`src/rtl/uart_mmio_pkg.sv`:
```
// uart_mmio shared definitions
// register offsets, FSM encodings, status bit positions
package uart_mmio_pkg;

  localparam logic [1:0] UART_TXDATA = 2'd0;
  localparam logic [1:0] UART_STATUS = 2'd1;
  localparam logic [1:0] UART_RXDATA = 2'd2;

  localparam int ST_TX_BUSY    = 0;
  localparam int ST_RX_VALID   = 1;
  localparam int ST_RX_OVERRUN = 2;

  typedef enum logic [1:0] {
    TX_IDLE  = 2'd0,
    TX_START = 2'd1,
    TX_DATA  = 2'd2,
    TX_STOP  = 2'd3
  } tx_state_e;

  typedef enum logic [1:0] {
    RX_IDLE  = 2'd0,
    RX_START = 2'd1,
    RX_DATA  = 2'd2,
    RX_STOP  = 2'd3
  } rx_state_e;

endpackage

```
`src/rtl/uart_mmio_rx.sv`:
```
// uart_rx: synchroniser, 8N1 receive FSM, shift register
// emits a captured byte with a one-cycle done pulse
module uart_rx
  import uart_mmio_pkg::*;
#(
  parameter int CLKS_PER_BIT = 16
) (
  input  logic       clock,
  input  logic       reset,
  input  logic       rx_i,
  output logic [7:0] byte_o,
  output logic       done_o
);

  localparam int CW = $clog2(CLKS_PER_BIT);
  localparam logic [CW-1:0] FULL = CW'(CLKS_PER_BIT - 1);
  localparam logic [CW-1:0] HALF = CW'(CLKS_PER_BIT / 2 - 1);

  logic          sync1_q, sync2_q;
  rx_state_e     state_q, state_d;
  logic [CW-1:0] cnt_q, cnt_d;
  logic [2:0]    bit_q, bit_d;
  logic [7:0]    shreg_q, shreg_d;
  logic [7:0]    byte_q, byte_d;
  logic          done_q, done_d;

  // two-flop synchroniser, idles high
  always_ff @(posedge clock) begin
    if (reset) begin
      sync1_q <= 1'b1;
      sync2_q <= 1'b1;
    end else begin
      sync1_q <= rx_i;
      sync2_q <= sync1_q;
    end
  end

  // receive FSM next state; a short start bit is dropped as a glitch
  always_comb begin
    state_d = state_q;
    cnt_d   = cnt_q;
    bit_d   = bit_q;
    shreg_d = shreg_q;
    byte_d  = byte_q;
    done_d  = 1'b0;
    unique case (state_q)
      RX_IDLE: begin
        cnt_d = '0;
        bit_d = '0;
        if (!sync2_q) state_d = RX_START;
      end
      RX_START: begin
        if (cnt_q == HALF) begin
          cnt_d   = '0;
          state_d = sync2_q ? RX_IDLE : RX_DATA;
        end else begin
          cnt_d = cnt_q + 1'b1;
        end
      end
      RX_DATA: begin
        if (cnt_q == FULL) begin
          cnt_d   = '0;
          shreg_d = {sync2_q, shreg_q[7:1]};
          bit_d   = bit_q + 3'd1;
          if (bit_q == 3'd7) state_d = RX_STOP;
        end else begin
          cnt_d = cnt_q + 1'b1;
        end
      end
      RX_STOP: begin
        if (cnt_q == FULL) begin
          cnt_d   = '0;
          state_d = RX_IDLE;
          if (sync2_q) begin
            byte_d = shreg_q;
            done_d = 1'b1;
          end
        end else begin
          cnt_d = cnt_q + 1'b1;
        end
      end
      default: state_d = RX_IDLE;
    endcase
  end

  // receive FSM state and datapath registers
  always_ff @(posedge clock) begin
    if (reset) begin
      state_q <= RX_IDLE;
      cnt_q   <= '0;
      bit_q   <= '0;
      shreg_q <= '0;
      byte_q  <= '0;
      done_q  <= 1'b0;
    end else begin
      state_q <= state_d;
      cnt_q   <= cnt_d;
      bit_q   <= bit_d;
      shreg_q <= shreg_d;
      byte_q  <= byte_d;
      done_q  <= done_d;
    end
  end

  assign byte_o = byte_q;
  assign done_o = done_q;

endmodule

```
`src/rtl/uart_mmio.sv`:
```
// uart_mmio: memory-mapped 8N1 UART on the core data port
// TX FSM, register file and address decode; RX in uart_rx
module uart_mmio
  import uart_mmio_pkg::*;
#(
  parameter logic [31:0] BASE         = 32'h1000_0000,
  parameter int          CLKS_PER_BIT = 16
) (
  input  logic        clock,
  input  logic        reset,
  input  logic        load,
  input  logic        store,
  input  logic [31:0] address,
  input  logic [31:0] store_data,
  output logic [31:0] load_data,
  input  logic        rx,
  output logic        tx
);

  localparam int CW = $clog2(CLKS_PER_BIT);
  localparam logic [CW-1:0] FULL = CW'(CLKS_PER_BIT - 1);

  logic       hit;
  logic [1:0] sel;
  logic       tx_busy;
  logic       tx_accept;
  logic       rd_rx;
  logic       clr_ovr;
  logic [7:0] rx_new;
  logic       rx_done;
  logic       unused_ok;

  tx_state_e     tx_state_q, tx_state_d;
  logic [CW-1:0] baud_q, baud_d;
  logic [2:0]    bit_q, bit_d;
  logic [7:0]    txsh_q, txsh_d;
  logic          tx_q, tx_d;

  logic       rx_valid_q, rx_valid_d;
  logic       rx_ovr_q, rx_ovr_d;
  logic [7:0] rx_byte_q, rx_byte_d;

  assign hit       = (address[31:4] == BASE[31:4]);
  assign sel       = address[3:2];
  assign tx_busy   = (tx_state_q != TX_IDLE);
  assign tx_accept = store && hit && (sel == UART_TXDATA) && !tx_busy;
  assign rd_rx     = load && hit && (sel == UART_RXDATA);
  assign clr_ovr   = store && hit && (sel == UART_STATUS)
                   && store_data[ST_RX_OVERRUN];
  assign unused_ok = ^{address[1:0], store_data[31:8]};

  uart_rx #(
    .CLKS_PER_BIT(CLKS_PER_BIT)
  ) u_rx (
    .clock  (clock),
    .reset  (reset),
    .rx_i   (rx),
    .byte_o (rx_new),
    .done_o (rx_done)
  );

  // transmit FSM next state; tx line value registered with the state
  always_comb begin
    tx_state_d = tx_state_q;
    baud_d     = baud_q;
    bit_d      = bit_q;
    txsh_d     = txsh_q;
    tx_d       = tx_q;
    unique case (tx_state_q)
      TX_IDLE: begin
        baud_d = '0;
        bit_d  = '0;
        tx_d   = 1'b1;
        if (tx_accept) begin
          tx_state_d = TX_START;
          txsh_d     = store_data[7:0];
          tx_d       = 1'b0;
        end
      end
      TX_START: begin
        if (baud_q == FULL) begin
          baud_d     = '0;
          tx_state_d = TX_DATA;
          tx_d       = txsh_q[0];
        end else begin
          baud_d = baud_q + 1'b1;
        end
      end
      TX_DATA: begin
        if (baud_q == FULL) begin
          baud_d = '0;
          bit_d  = bit_q + 3'd1;
          txsh_d = {1'b0, txsh_q[7:1]};
          if (bit_q == 3'd7) begin
            tx_state_d = TX_STOP;
            tx_d       = 1'b1;
          end else begin
            tx_d = txsh_q[1];
          end
        end else begin
          baud_d = baud_q + 1'b1;
        end
      end
      TX_STOP: begin
        tx_d = 1'b1;
        if (baud_q == FULL) begin
          baud_d     = '0;
          tx_state_d = TX_IDLE;
        end else begin
          baud_d = baud_q + 1'b1;
        end
      end
      default: tx_state_d = TX_IDLE;
    endcase
  end

  // transmit FSM state and datapath registers
  always_ff @(posedge clock) begin
    if (reset) begin
      tx_state_q <= TX_IDLE;
      baud_q     <= '0;
      bit_q      <= '0;
      txsh_q     <= '0;
      tx_q       <= 1'b1;
    end else begin
      tx_state_q <= tx_state_d;
      baud_q     <= baud_d;
      bit_q      <= bit_d;
      txsh_q     <= txsh_d;
      tx_q       <= tx_d;
    end
  end

  assign tx = tx_q;

  // receive holding register; a same-cycle read makes room for a new byte
  always_comb begin
    rx_valid_d = rx_valid_q;
    rx_ovr_d   = rx_ovr_q;
    rx_byte_d  = rx_byte_q;
    if (rd_rx) rx_valid_d = 1'b0;
    if (clr_ovr) rx_ovr_d = 1'b0;
    if (rx_done) begin
      if (!rx_valid_q || rd_rx) begin
        rx_byte_d  = rx_new;
        rx_valid_d = 1'b1;
      end else begin
        rx_ovr_d = 1'b1;
      end
    end
  end

  // receive status registers
  always_ff @(posedge clock) begin
    if (reset) begin
      rx_valid_q <= 1'b0;
      rx_ovr_q   <= 1'b0;
      rx_byte_q  <= '0;
    end else begin
      rx_valid_q <= rx_valid_d;
      rx_ovr_q   <= rx_ovr_d;
      rx_byte_q  <= rx_byte_d;
    end
  end

  // combinational read mux
  always_comb begin
    load_data = '0;
    if (load && hit) begin
      unique case (sel)
        UART_STATUS: load_data = {29'b0, rx_ovr_q, rx_valid_q, tx_busy};
        UART_RXDATA: load_data = {24'b0, rx_byte_q};
        default:     load_data = '0;
      endcase
    end
  end

endmodule

```
`config.mk`:
```
export PLATFORM = sky130hd
export DESIGN_NAME = uart_mmio
export DESIGN_NICKNAME = d
export VERILOG_FILES = /design/src/rtl/uart_mmio_pkg.sv /design/src/rtl/uart_mmio_rx.sv /design/src/rtl/uart_mmio.sv
export SDC_FILE = /design/constraint.sdc
export NUM_CORES = 1
export LEC_CHECK = 0
export CAP_MARGIN = 5
export CORE_MARGIN = 10
export CORE_UTILIZATION = 35
export CTS_BUF_LIST = sky130_fd_sc_hd__clkbuf_16
export DETAILED_ROUTE_END_ITERATION = 8
export GPL_TIMING_DRIVEN = 0
export HOLD_SLACK_MARGIN = 0.1
export PLACE_DENSITY = 0.63
export SYNTH_ARGS = -nofsm -noshare
export SYNTH_HDL_FRONTEND = slang
export SYNTH_SLANG_ARGS = --single-unit
```
`constraint.sdc`:
```
create_clock -name clock -period 2.51 [get_ports clock]
set_input_delay 0.502 -clock clock [delete_from_list [all_inputs] [get_ports clock]]
set_output_delay 0.502 -clock clock [all_outputs]
set_load 0.05 [all_outputs]
```
* Yosys cells after proc, flatten, opt, wreduce, memory -nomap -nowiden
Index checks and enable logic that the tools add are counted.
** Storage, ports and cells
- Register bits :: 56
- Latch bits :: 0
- Bits in writable memories :: 0
- Bits in read-only memories :: 0
- Input port bits :: 69
- Output and inout bits :: 33
- Logic and storage cells :: 113
- Memories :: 0
** Cells by class
- $add $sub $neg :: 4
- $mul :: 0
- Div/mod/pow operators :: 0
- Magnitude comparators :: 0
- Eq/ne operators :: 24
- Shifts and indexed selects :: 0
- Muxes and demuxes :: 39
- Bitwise gates (word level) :: 2
- Reduce and logical (&&, ||, !) cells :: 28
** Operator list (number)
- $pmux W8 S2 :: 2
- $eq A28 B25 Y1 const B :: 1
- $mux W8 :: 3
- $mux W2 :: 11
- $pmux W2 S4 :: 2
- $mux W4 :: 3
- $ne A2 B2 Y1 const B :: 6
- $pmux W3 S2 :: 2
- $pmux W4 S3 :: 1
- $mux W1 :: 11
- $eq A2 B2 Y1 const B :: 5
- $reduce_and A2 Y1 :: 5
- $reduce_and A5 Y1 :: 2
- $add A4 B1 Y4 const B :: 2
- $eq A4 B4 Y1 const B :: 2
- $ne A2 B1 Y1 const B :: 4
- $pmux W4 S2 :: 1
- $logic_and A1 B1 Y1 :: 7
- $add A3 B1 Y3 const B :: 2
- $eq A2 B1 Y1 const B :: 3
- $eq A3 B3 Y1 const B :: 2
- $logic_not A2 Y1 :: 3
- $mux W3 :: 2
- $reduce_and A3 Y1 :: 2
- other kinds (8) :: 13

* Logic depth before layout (Yosys ltp)
- Word-level depth :: 7
- Gate-level depth with buffers :: 8
- Gate-level depth less buffers :: 6

* Cells and area by module
A second synthesis with hierarchy kept.
** Unflattened totals
- Cell total of the unflattened synthesis :: 358
- Area total of the unflattened synthesis :: 3183.1 sq um
** By module, submodules not included
- uart_mmio :: instances 1, cells an instance 243, area an instance 2011.9 sq um, seq. area each 560.5 sq um
- uart_rx :: instances 1, cells an instance 115, area an instance 1171.1 sq um, seq. area each 560.5 sq um

* Worst setup path before layout
OpenSTA, ideal clock, no wires.
- Path kind :: input to output
- Start :: input address[14]
- End :: output load_data[0]
- Arrival time :: 2641 ps
- Required time :: 2008 ps
- Slack :: -633 ps
- Stages on the path :: 4
- Path buffers :: 0
- Cells stage by stage :: nor4_1 nand4_4 or2_2 nor3_1
** Between the ends
- Cells in the longest elaborated chain, start to end :: 3
** Ends and longest elaborated chain
- from (decl) :: RTL line uart_mmio.sv:13 : input logic [31:0] address,
- $eq A28 B25 Y1 :: RTL line uart_mmio.sv:43 : assign hit = (address[31:4] == BASE[31:4]);
- $logic_and A1 B1 Y1 :: RTL line uart_mmio.sv:169 : if (load && hit) begin
- $mux W8 :: RTL line uart_mmio.sv:169
- to (decl) :: RTL line uart_mmio.sv:15 : output logic [31:0] load_data,
Every way passes these cells.

* Worst setup path in the final report
- Start :: input address[3]
- End :: output load_data[0]
** Between the ends
- Cells in the longest elaborated chain, start to end :: 3
- Elaborated cells on any way between the ends :: 4
- Those cells by class :: eq/ne: 2; mux: 2
** Ends and longest elaborated chain
- $eq A2 B2 Y1 / $eq A2 B1 Y1 (equally long branches) :: RTL line uart_mmio.sv:170 : unique case (sel)
- $pmux W8 S2 * :: RTL line uart_mmio.sv:170
- $mux W8 * :: RTL line uart_mmio.sv:169
Mark *: on every way between the ends. The rest lies on a longest branch, timed or not.

==> metrics.yaml <==
result_of_the_run: "finished, final reports clean"
clk_pin_slew_ns: 0.07
post_route_drc: 0
power_frac_comb_pct: 20.4
crit_path_cell_trace: "clkdlybuf4s50_1, inv_1, ha_1, nand2_1, nor3_4, buf_6"
cts_inserted_buffers: 5
crit_path_start_kind: "input port"
synth_cell_type_count: 44
sinks_on_the_clock_net: 56
layout-drive-gt1-share_pct: 20.7
slew_headroom_pct: 39.6
die_x_um: 114
yosys_warnings: 0
placementRows: 34
fin_crit_sh_pct: 97.4
setup_repair_after_global_routing_missed_its_margin: "no"
layout_setup_ws_ns: 0.0662
effective_utilization_at_floorplan_pct: 35.5
synth_async_sr_flop_share_pct: 0
dp_slack_ns: -1.65
die_height_um: 114
boundary_pin_count: 102
post-layout-total-power_mw: 2.06
timing.critical_path.max_delay_family: "buffers and inverters"
timing.clock.skew_ns: 0.00430
synth_enable_flop_cells: 0
cts.htree.levels: 2
yosys.area.top_type: "dfxtp_1"
netlist_top_cells_count: "dfxtp_1, nand2_1, nor2_1, buf_4, mux2i_1"
port-buffer-count: 50
finalHoldViolCount: 0
startpoint_to_endpoint_class_of_the_critical_path: "in -> out"
yosys.cell_count.top_type: "dfxtp_1"
maximum_number_of_pins_on_one_net_before_global_route_repair: 20
synthToLayoutAreaGrowth_pct: 35.0
crit_arrival_ns: 1.94
p_leak_nw: 1.58
critical_path.n_buffers_inverters: 3
maximum_vdd_drop_mv: 0.260
p_clk_share_pct: 35.2
die_footprint_um2: 12900
totalWireLength_um: 8140
syn_area_per_cell_um2: 8.48
layout.nets: 531
timing_worst_slew_pin_value_ns: 0.902
pins_over_slew_limit: 0
gp_congestion: 0.895
layout.core_utilization_pct: 47.9
vias_in_the_first_global_route: 2750
ctsLongestPathBuffers: 2
grt_pass1_wl_um: 13400
yosys-top-cells-area: "dfxtp_1, mux2i_1, buf_4"
placed_cells: 542
number_of_max_capacitance_violations_reported: 0
grt_usage_pct: 12.2
drt-pass1-iter-count: 4
post_cts_hold_buffer_count: 0
route.vias.total: 2845
synth_top_area_share_pct: 36.6
post_layout_nonfiller_instances: 558
internal_power_mw: 1.43
synth_area_um2: 3060
globalRouteOverflowTotal: 0
critical_path.max_fanout: 3
yosysSeqAreaShare_pct: 36.6
worst-endpoint-required_ns: 2.01
cts_tree: "done"
maxClockFrequency_mhz: 409
seq_power_share_pct: 44.3
synthesis.instances: 361
min_period_ns: 2.44
final-setup-viol-count: 0
netSwitchingPower_mw: 0.631
crit_path_end_kind: "output port"
critical-path-max-stage-delay_ns: 0.51
wl_per_cell_um: 14.6
dp.final_hpwl_um: 6030
dr.first_iter.drc_count: 121
antenna_cells: 0
critical_path_slowest_stage_cell: "clkdlybuf4s50_1"
route.antenna.remaining_nets: 0
number_of_storage_elements_in_the_synthesis_netlist: 56
cts.root.buffer_cell: "clkbuf_16"
detail_route.vias_per_cell: 5.10
synth_flop_cell: "dfxtp_1"
power_density_nw_per_um2: 498
min_path_type: "reg -> reg"
grt_antenna_before_repair: 0
clkLatencyLatePin_ns: 0.30
core-area_um2: 8640
sw_share_pct: 30.7
==> metal layers <==
layer  share of wire [%]  vias up  track usage, %
li1                    -     1428               -
met1                  47     1316            15.9
met2                  45       90            19.4
met3                 6.2       11            3.04
met4                 1.3        0            3.38
met5                   0        -               0
==> layout make-up <==
cell class                      count  area, um^2
Fill cell                         834        4500
Multi-Input combinational cell    273        1910
Sequential cell                    56        1120
Timing Repair Buffer               58         515
Buffer                             45         259
Tap cell                          108         135
Clock buffer                        5         125
Inverter                           10        37.5
Clock inverter                      3        27.5
==> final timing paths <==
kind,from,end,slack (ns),depth (start not counted)
max,address[3],load_data[0],0.07,6
min,u_rx.sync1_q$_SDFF_PP1_,u_rx.sync2_q$_SDFF_PP1_,0.42,1
max reg2reg,tx_state_q[0]$_SDFFE_PP0P_,txsh_q[1]$_SDFFE_PP0P_,0.36,8
min reg2reg,u_rx.sync1_q$_SDFF_PP1_,u_rx.sync2_q$_SDFF_PP1_,0.42,1
==> metrics by stage <==
stage | area, um^2 | setup TNS (ns) | hold slack, ns
2_1_floorplan | 3210 | -0.0584 | 0.389
3_3_place_gp | 3840 | -14.13 | 0.402
3_5_place_dp | 3840 | -14.94 | 0.412
4_1_cts | 4130 | 0 | 0.434
5_1_grt | 4140 | 0 | 0.459
6_report | 4140 | 0 | 0.425
==> cells in the final DEF, fill, tap and decap left out, types with 13 or more instances in the layout <==
master,synthesis,final
dfxtp_1,56,56
nand2_1,43,41
buf_4,24,32
nor2_1,27,27
mux2i_1,24,24
conb_1,1,24
nand3_1,23,22
clkbuf_1,16,16
clkdlybuf4s50_1,0,14
a21oi_1,13,13
==> power groups by stage <==
stage	logic (mW)	clock network (mW)	registers [mW]
finish	0.420	0.724	0.912
global route	0.454	0.776	0.915
CTS	0.416	0.743	0.913
detailed placement	0.415	0	0.934
global placement	0.413	0	0.933
floorplan	0.271	0	0.947
==> state kept, by name, indices dropped and copies added, names as in the netlist, 2 cells and up, named ones only <==
| register | cells |
|---|---|
| u_rx.shreg_q | 8 |
| txsh_q | 8 |
| u_rx.bit_q | 3 |
| u_rx.cnt_q | 4 |
| tx_state_q | 2 |
| baud_q | 4 |
| u_rx.byte_o | 8 |
| rx_byte_q | 8 |
| bit_q | 3 |
==> what timing repair did <==
action	4_1_cts	5_1_grt
setup endpoints to repair	8	8
setup buffers	4	4
pin swaps	11	14
resized for setup	115	33
==> kinds of logic after synthesis <==
| family | Yosys count | share of synthesized area, % |
|---|---|---|
| AOI/OAI and AO/OA | 61 | 14.7 |
| xor gates and xnor gates | 5 | 1.43 |
| adders and majority gates | 13 | 5.31 |
| buffers and inverters | 55 | 9.68 |
| DFF | 56 | 36.6 |
| muxes | 25 | 8.21 |
| other | 1 | 0.122 |
| and+or+nand+nor | 145 | 24.0 |
Note: power is estimated with default switching activity, not from simulation.
